## src/rtl/eth_pkg.sv

```systemverilog
// Shared Ethernet framing constants and the frame builder state type.
// Shared by the transmit framer and the later receive path.
package eth_pkg;

    localparam logic [7:0]  ETH_PREAMBLE = 8'h55;
    localparam logic [7:0]  ETH_SFD      = 8'hD5;
    localparam logic [31:0] ETH_CRC_POLY = 32'hEDB88320;
    localparam logic [31:0] ETH_CRC_INIT = 32'hFFFFFFFF;
    localparam int          ETH_MIN_LEN  = 60;

    typedef enum logic [2:0] {
        IDLE,
        PRE,
        SFD,
        DATA,
        PAD,
        FCS,
        IFG
    } eth_fb_state_t;

endpackage

```

## src/rtl/eth_crc32.sv

```systemverilog
// Byte-wide IEEE 802.3 CRC-32 next-state function (reflected, LSB first).
// Purely combinational.
module eth_crc32
    import eth_pkg::*;
(
    input  logic [31:0] crc,
    input  logic [7:0]  data,
    output logic [31:0] crc_next
);

    logic [31:0] c;

    always_comb begin
        c = crc ^ {24'h0, data};
        for (int i = 0; i < 8; i++) begin
            c = c[0] ? ((c >> 1) ^ ETH_CRC_POLY) : (c >> 1);
        end
        crc_next = c;
    end

endmodule

```

## src/rtl/eth_frame_builder.sv

```systemverilog
// Wire-byte framer: preamble, SFD, frame, pad, FCS, then inter-frame gap.
// Zero padding to MIN_LEN exists only with ETH_FRAME_BUILDER_PAD_EN defined.
module eth_frame_builder
    import eth_pkg::*;
#(
    parameter int MIN_LEN    = ETH_MIN_LEN,
    parameter int IFG_CYCLES = 192
) (
    input  logic       clk,
    input  logic       resetn,
    input  logic [7:0] in_data,
    input  logic       in_valid,
    input  logic       in_last,
    output logic       in_ready,
    output logic [7:0] out_data,
    output logic       out_valid,
    output logic       out_last,
    input  logic       out_ready,
    output logic       busy
);

    localparam int IW = $clog2(IFG_CYCLES + 1);

    eth_fb_state_t state, state_n;
    logic [7:0]    out_data_n;
    logic          out_valid_n, out_last_n;
    logic [31:0]   crc, crc_n, crc_upd;
    logic [10:0]   cnt, cnt_n, cnt_inc;
    logic [2:0]    pre_cnt, pre_cnt_n;
    logic [1:0]    fcs_idx, fcs_idx_n;
    logic [IW-1:0] ifg_cnt, ifg_cnt_n;
    logic [7:0]    crc_byte, fcs_byte;
    logic [31:0]   crc_inv;
    logic          adv, take;

    eth_crc32 u_crc (
        .crc      (crc),
        .data     (crc_byte),
        .crc_next (crc_upd)
    );

    assign adv      = !out_valid | out_ready;
    assign in_ready = (state == DATA) & adv;
    assign take     = in_valid & in_ready;
    assign busy     = (state != IDLE);
    assign crc_byte = (state == DATA) ? in_data : 8'h00;
    assign cnt_inc  = (cnt == 11'h7FF) ? cnt : cnt + 11'd1;
    assign crc_inv  = ~crc;

`ifdef ETH_FRAME_BUILDER_PAD_EN
    logic short_frm;
    assign short_frm = ({1'b0, cnt} + 12'd1) < 12'(MIN_LEN);
`endif

    always_comb begin
        unique case (fcs_idx)
            2'd0:    fcs_byte = crc_inv[7:0];
            2'd1:    fcs_byte = crc_inv[15:8];
            2'd2:    fcs_byte = crc_inv[23:16];
            default: fcs_byte = crc_inv[31:24];
        endcase
    end

    always_comb begin
        state_n     = state;
        out_data_n  = out_data;
        out_valid_n = out_valid;
        out_last_n  = out_last;
        crc_n       = crc;
        cnt_n       = cnt;
        pre_cnt_n   = pre_cnt;
        fcs_idx_n   = fcs_idx;
        ifg_cnt_n   = ifg_cnt;
        unique case (state)
            IDLE: begin
                if (in_valid) begin
                    out_data_n  = ETH_PREAMBLE;
                    out_valid_n = 1'b1;
                    pre_cnt_n   = 3'd1;
                    state_n     = PRE;
                end
            end
            PRE: begin
                if (adv) begin
                    if (pre_cnt == 3'd7) begin
                        out_data_n = ETH_SFD;
                        state_n    = SFD;
                    end else begin
                        out_data_n = ETH_PREAMBLE;
                        pre_cnt_n  = pre_cnt + 3'd1;
                    end
                end
            end
            SFD: begin
                if (adv) begin
                    out_valid_n = 1'b0;
                    crc_n       = ETH_CRC_INIT;
                    cnt_n       = 11'd0;
                    fcs_idx_n   = 2'd0;
                    state_n     = DATA;
                end
            end
            DATA: begin
                if (take) begin
                    out_data_n  = in_data;
                    out_valid_n = 1'b1;
                    crc_n       = crc_upd;
                    cnt_n       = cnt_inc;
                    if (in_last) begin
`ifdef ETH_FRAME_BUILDER_PAD_EN
                        state_n = short_frm ? PAD : FCS;
`else
                        state_n = FCS;
`endif
                    end
                end else if (adv) begin
                    out_valid_n = 1'b0;
                end
            end
`ifdef ETH_FRAME_BUILDER_PAD_EN
            PAD: begin
                if (adv) begin
                    out_data_n  = 8'h00;
                    out_valid_n = 1'b1;
                    crc_n       = crc_upd;
                    cnt_n       = cnt_inc;
                    if (!short_frm) state_n = FCS;
                end
            end
`endif
            FCS: begin
                // The byte on the output when entering FCS is the final data/pad byte.
                if (adv) begin
                    if (out_last) begin
                        out_valid_n = 1'b0;
                        out_last_n  = 1'b0;
                        ifg_cnt_n   = '0;
                        state_n     = IFG;
                    end else begin
                        out_data_n  = fcs_byte;
                        out_valid_n = 1'b1;
                        out_last_n  = (fcs_idx == 2'd3);
                        fcs_idx_n   = fcs_idx + 2'd1;
                    end
                end
            end
            IFG: begin
                if (ifg_cnt == IW'(IFG_CYCLES - 1)) state_n = IDLE;
                else ifg_cnt_n = ifg_cnt + IW'(1);
            end
            default: state_n = IDLE;
        endcase
    end

    always_ff @(posedge clk or negedge resetn) begin
        if (!resetn) begin
            state     <= IDLE;
            out_data  <= 8'h00;
            out_valid <= 1'b0;
            out_last  <= 1'b0;
            crc       <= ETH_CRC_INIT;
            cnt       <= 11'd0;
            pre_cnt   <= 3'd0;
            fcs_idx   <= 2'd0;
            ifg_cnt   <= '0;
        end else begin
            state     <= state_n;
            out_data  <= out_data_n;
            out_valid <= out_valid_n;
            out_last  <= out_last_n;
            crc       <= crc_n;
            cnt       <= cnt_n;
            pre_cnt   <= pre_cnt_n;
            fcs_idx   <= fcs_idx_n;
            ifg_cnt   <= ifg_cnt_n;
        end
    end

endmodule
```

## config.mk

```make
export PLATFORM = sky130hd
export DESIGN_NAME = eth_frame_builder
export DESIGN_NICKNAME = d
export VERILOG_FILES = /design/src/rtl/eth_pkg.sv /design/src/rtl/eth_crc32.sv /design/src/rtl/eth_frame_builder.sv
export SDC_FILE = /design/constraint.sdc
export NUM_CORES = 1
export LEC_CHECK = 0
export CAP_MARGIN = 15
export CELL_PAD_IN_SITES_DETAIL_PLACEMENT = 0
export CELL_PAD_IN_SITES_GLOBAL_PLACEMENT = 1
export CORE_UTILIZATION = 51
export CTS_CLUSTER_DIAMETER = 150
export DETAILED_ROUTE_END_ITERATION = 8
export GPL_ROUTABILITY_DRIVEN = 0
export PLACE_DENSITY = 0.92
export SLEW_MARGIN = 20
export SYNTH_ARGS = -nofsm -noshare
export SYNTH_HDL_FRONTEND = slang
export SYNTH_SLANG_ARGS = --single-unit
```

## constraint.sdc

```tcl
create_clock -name clk -period 3 [get_ports clk]
set_input_delay 0.6 -clock clk [delete_from_list [all_inputs] [get_ports clk]]
set_output_delay 0.6 -clock clk [all_outputs]
set_load 0.01 [all_outputs]
```

; ---- Word-level counts from Yosys, hierarchy flattened
; Cells that the tools add are included.
[classes]
addsub = 3
n_eq_ne = 22
muxes = 48
bitwise = 13
reduce_logical = 18
[ops]
columns = op, count
row1 = 32-bit two-way mux, 10
row2 = 13-bit inverter with 14-bit output, 8
row3 = 8-bit two-way mux, 10
row4 = 32-bit one-hot mux with 2 select lines, 1
row5 = 3-bit two-way mux, 11
row6 = 32-bit inverter, 1
row7 = 8-bit one-hot mux with 4 select lines, 1
row8 = 32-bit by 8-bit XOR with 32-bit output, 1
row9 = 2-bit != test (second input constant), 12
row10 = 8-bit one-hot mux with 3 select lines, 1
row11 = 3-bit one-hot mux with 6 select lines, 1
row12 = 8-bit one-hot mux with 2 select lines, 1
row13 = 4-bit AND reduction, 3
row14 = 3-bit equality test (second input constant), 3
row15 = 9-bit AND reduction, 1
row16 = 8-bit by 1-bit adder with 8-bit output (second input constant), 1
row17 = 8-bit equality test (second input constant), 1
row18 = 2-bit nonzero test, 4
row19 = 4-bit nonzero test, 2
row20 = 3-bit by 2-bit equality test with 1-bit output (second input constant), 2
row21 = 1-bit two-way mux, 6
row22 = 2-bit two-way mux, 3
row23 = 3-bit one-hot mux with 2 select lines, 1
row24 = 3-bit AND reduction, 2
row25 = 15 further kinds, 17
[totals]
regBits = 58
inputBits = 13
out_inout_bits = 12

; ---- Longest topological paths before layout
[depth]
ltp_word = 21
depth_mapped = 8

; ---- By module
; Synthesis repeated with hierarchy kept, for this count alone.
[unflattened]
hier_cells = 405
hier_area_um2 = 3966.3
[by_module_without_submodules]
columns = mod, n_inst, cells_each, area_per_inst_um2
row1 = eth_frame_builder, 1, 338, 3041.7
row2 = eth_crc32, 1, 67, 924.6

; ---- Worst setup path before layout
; OpenSTA, ideal clock, no wires.
[synth_timing]
kind = input port to flip-flop
from = input in_data[4]
to = register crc[20]
arrival_ns = 1.982
required_ns = 2.927
setup_slack_ns = 0.945
path_stages = 6
n_path_buf = 0
path_cell_list = nand4b_2 > xor2_4 > xnor3_2 > xnor2_2 > xnor2_1 > a21oi_1
[synth_between]
elab_chain_len = 14
[synth_lines]
columns = item, line
row1 = "start, declared", eth_frame_builder.sv:11  ; input logic [7:0] in_data,
row2 = 8-bit two-way mux (*), eth_frame_builder.sv:46  ; assign crc_byte = (state == DATA) ? in_data : 8'h00;
row3 = 32-bit by 8-bit XOR with 32-bit output (*), eth_crc32.sv:14  ; c = crc ^ {24'h0, data};
row4 = 32-bit two-way mux (*) (6 in a row), eth_crc32.sv:16  ; c = c[0] ? ((c >> 1) ^ ETH_CRC_POLY) : (c >> 1);
row5 = 13-bit inverter with 14-bit output (no source line), --
row6 = 32-bit two-way mux (*), eth_crc32.sv:16
row7 = 13-bit inverter with 14-bit output (no source line), --
row8 = 32-bit two-way mux (*), eth_crc32.sv:16
row9 = 32-bit two-way mux (*), eth_frame_builder.sv:104  ; if (take) begin
row10 = 32-bit one-hot mux with 2 select lines (*), eth_frame_builder.sv:74  ; unique case (state)
row11 = "end signal, assigned", eth_frame_builder.sv:171  ; crc <= crc_n;
row12 = "end, declared", eth_frame_builder.sv:27  ; logic [31:0] crc, crc_n, crc_upd;
; Mark *: on every way between the ends. The rest lies on a longest branch, timed or not. The select of a mux whose other input is x is not followed.
; A chain may end at the register's enable or synchronous reset.

; ---- Final worst setup path
[layout_timing]
from = register state[2]
to = output in_ready
[layout_between]
elab_chain_len = 2
[layout_lines]
columns = item, line
row1 = "start, declared", eth_frame_builder.sv:24  ; eth_fb_state_t state, state_n;
row2 = "start signal, assigned", eth_frame_builder.sv:167  ; state <= state_n;
row3 = 3-bit by 2-bit equality test with 1-bit output, eth_frame_builder.sv:43  ; assign in_ready = (state == DATA) & adv;
row4 = 1-bit AND, eth_frame_builder.sv:43
row5 = "end, declared", eth_frame_builder.sv:14  ; output logic in_ready,
; No other way between the ends.

==> results.ini <==
[yosys]
synth_area_leaders = dfstp_2 (22%), dfrtp_1 (17%), xnor2_1 (8.7%)
yosys.area_share.xor_xnor_pct = 24.1
synth_nets = 389
synth_top_family_by_area = XOR/XNOR gates
synth_seq_cells = 58
synthesis.area_um2 = 3820
synth-compound-area-share_pct = 15.5
synthMuxAreaShare_pct = 1.15
synth_edf_count = 0
syn_inst = 368
ys.flop_type = dfstp_2
synthSimpleGateAreaFrac_pct = 14.4
synth.yosys.seq_area_share_pct = 39.1
async_flop_share_pct = 100
yosysWarnings = 0
synthAdderAreaFrac_pct = 2.62
netlist.area_leader.share_pct = 22.0
synth_largest_area_cell = dfstp_2
yosysUniqueCellTypes = 47
synth_area_per_cell_um2 = 10.4

[timing]
hold_viol_final = 0
setup_tns_ps = 0
tightest_slew_ps = 768
post-route-min-period_ps = 2840
fmax_mhz = 352
holdWs_ps = 325
skew_ps = 16.2
finalMaxSlewViolations = 0
rsz0062_at_grt = false
fin_ws_ps = 158
setup_viol = 0
slew_headroom_pct = 48.8
finalCritPeriodShare_pct = 94.7

[global_routing]
grtUsageTotal_pct = 25.7
grt_antenna_before_repair = 0
grt_pass1_wl_um = 14700
grt_overflow = 0
grt_max_degree = 35
first_global_vias = 2937

[clock_network]
htreeDepth = 3
root_buffer = clkbuf_8
cts_made_buffers = 9
clock_sinks = 58
holdBufCountCts = 0
postCtsSetupBuffers = 0
clk_path_buf_depth = 2
cts_tree = built
cts_resized = 0
clkTransAtPathRegs_ps = 80
clk-insertion-delay-late_ps = 340

[placed_design]
post_dp_cell_area_um2 = 4180
place_hpwl_um = 6310
portBuffers = 24
place_ws_ps = 321

[route]
route.met3.wl_um = 390
top_layer_used = met4
ant_nets = 0
viasPerCell = 5.61
first_pass_iters = 6
drt_iter0_drc = 141
wl_um = 8930
avgRoutedWirePerCell_um = 17.8
vias = 2820
drc_errors = 0
met2_length_um = 4450
met1_length_um = 3850

[worst_setup_path]
crit_path_cell_trace = nand3b_1 > nor2_1 > clkdlybuf4s50_1
crit_family = simple AND/OR/NAND/NOR gates
required_ps = 2400
cpPeakStageDelay_ps = 640
crit_fanout = 23
cp-end-kind = primary output
crit_buf_inv = 1
crit_slowest_cell = dfrtp_1
path_class = reg2out
rr_startpoint = state[2]
startpoint_type = register
r2r_slack_ps = 540
r2r-end = crc[19]
cp.arrival_ps = 2240
r2r_cells = 6

[floorplan]
die_area_um2 = 7830
die_h_um = 88.5
die_x_um = 88.5
rows = 31
initial_core_util_pct = 52.6
coreArea_um2 = 7250
io_pins = 25

[cells_and_area]
num-nets-final = 420
post-route-util_pct = 59.9
layout-drive-gt1-share_pct = 22.3
antenna_cells = 0
design_area_um2 = 4340
area_delta_synth_final_pct = 13.8

[outcome]
status = finished clean

[power_and_ir_drop]
p_leak_nw = 1.68
powerDensity_nw_per_um2 = 1490
peakVddDrop_v = 0.000555

[min_path]
min_path_type = in2async

[run]
max_cap_viol_count = 0

-- placed cells by master (no fill, tap or decap), types with 2 or more instances in the layout --
cell type,count
a21oi_1,37
a31oi_1,9
buf_4,12
clkbuf_8,9
clkdlybuf4s50_1,23
clkinv_2,4
dfrtp_1,26
dfstp_2,32
ha_1,8
inv_1,8
mux2_2,3
nand2_1,14
nand2b_1,11
nand3_1,5
nand3b_1,2
nand4b_1,2
nand4b_2,4
nand4b_4,2
nor2_1,50
nor2b_1,3
o21ai_0,22
o221ai_1,8
o22a_1,9
o22ai_1,3
or3_1,2
xnor2_1,38
xnor2_2,5
xnor2_4,2
xnor3_1,2
xor2_1,19
xor2_2,3
xor2_4,6
-- final cells by class --
cell class | instances | area [um2]
tap | 99 | 124
timing repair buffer | 36 | 325
sequential | 58 | 1490
fill | 647 | 2910
multi-input combinational | 286 | 2210
clock buffer | 10 | 128
inverter | 8 | 30.0
clock inverter | 6 | 33.8
-- stage by stage --
stage                     power (mW)  cells
final                           6.49    503
after global routing            6.96    503
after CTS                       6.51    503
after detailed placement        5.87    487
after global placement          5.78    487
after floorplan                 4.94    368
-- report_power, final --
part / internal, mW / switching, mW
Clock: 0.294 / 0.319
Sequential: 1.26 / 0.437
Combinational: 2.07 / 2.10
-- cells by family (layout without fill, tap and decap cells) --
group,count (synthesis),count (layout)
flops,58,58
compound gates,96,96
fa+ha+maj,8,8
simple gates,102,102
mux,4,4
xor+xnor,76,76
buf+inv,24,60
-- registers in the layout, summed over array words and instances (netlist names) --
| register | count |
|---|---|
| out_valid | 1 |
| state | 3 |
| out_last | 1 |
| out_data | 8 |
| ifg_cnt | 8 |
| pre_cnt | 3 |
| crc | 32 |
| fcs_idx | 2 |
-- routing by layer --
metal,vias up,GRT usage [%]
met5,-,0
li1,1342,-
met4,0,11.7
met2,73,44.3
met3,20,4.94
met1,1385,31.3
-- worst reg2reg max path: cells and delay by family, from the launching register on --
family / cells / cell delay (ps)
AO/OA/AOI/OAI: 1 / 140
XOR/XNOR: 4 / 1130
flip-flops: 1 / 800
AND/OR/NAND/NOR: 1 / 320
-- synth_stat cells, drive strengths merged, types with 2 or more instances --
master	count
nor2b	3
nand4b	8
nor2	50
inv	8
o21ai	22
nand2	14
xor2	28
ha	8
clkbuf	7
mux2	3
nand2b	11
nand3b	2
or3	2
nor3	2
dfstp	32
buf	9
a31oi	9
o221ai	8
dfrtp	26
o22ai	3
o22a	9
xnor3	3
a21oi	38
xnor2	45
nand3	5
-- worst max-delay path by stage --
stage / startpoint / to / slack (ps) / cells past startpoint
2_1_floorplan: in_data[4] / crc[20] / 940 / 6
3_3_place_gp: in_data[7] / crc[19] / 330 / 7
3_5_place_dp: in_data[4] / crc[23] / 320 / 7
4_1_cts: state[2] / in_ready / 150 / 3
5_1_grt: state[2] / in_ready / 10 / 3
6_report: state[2] / in_ready / 160 / 3
(Power assumes the default switching activity.)
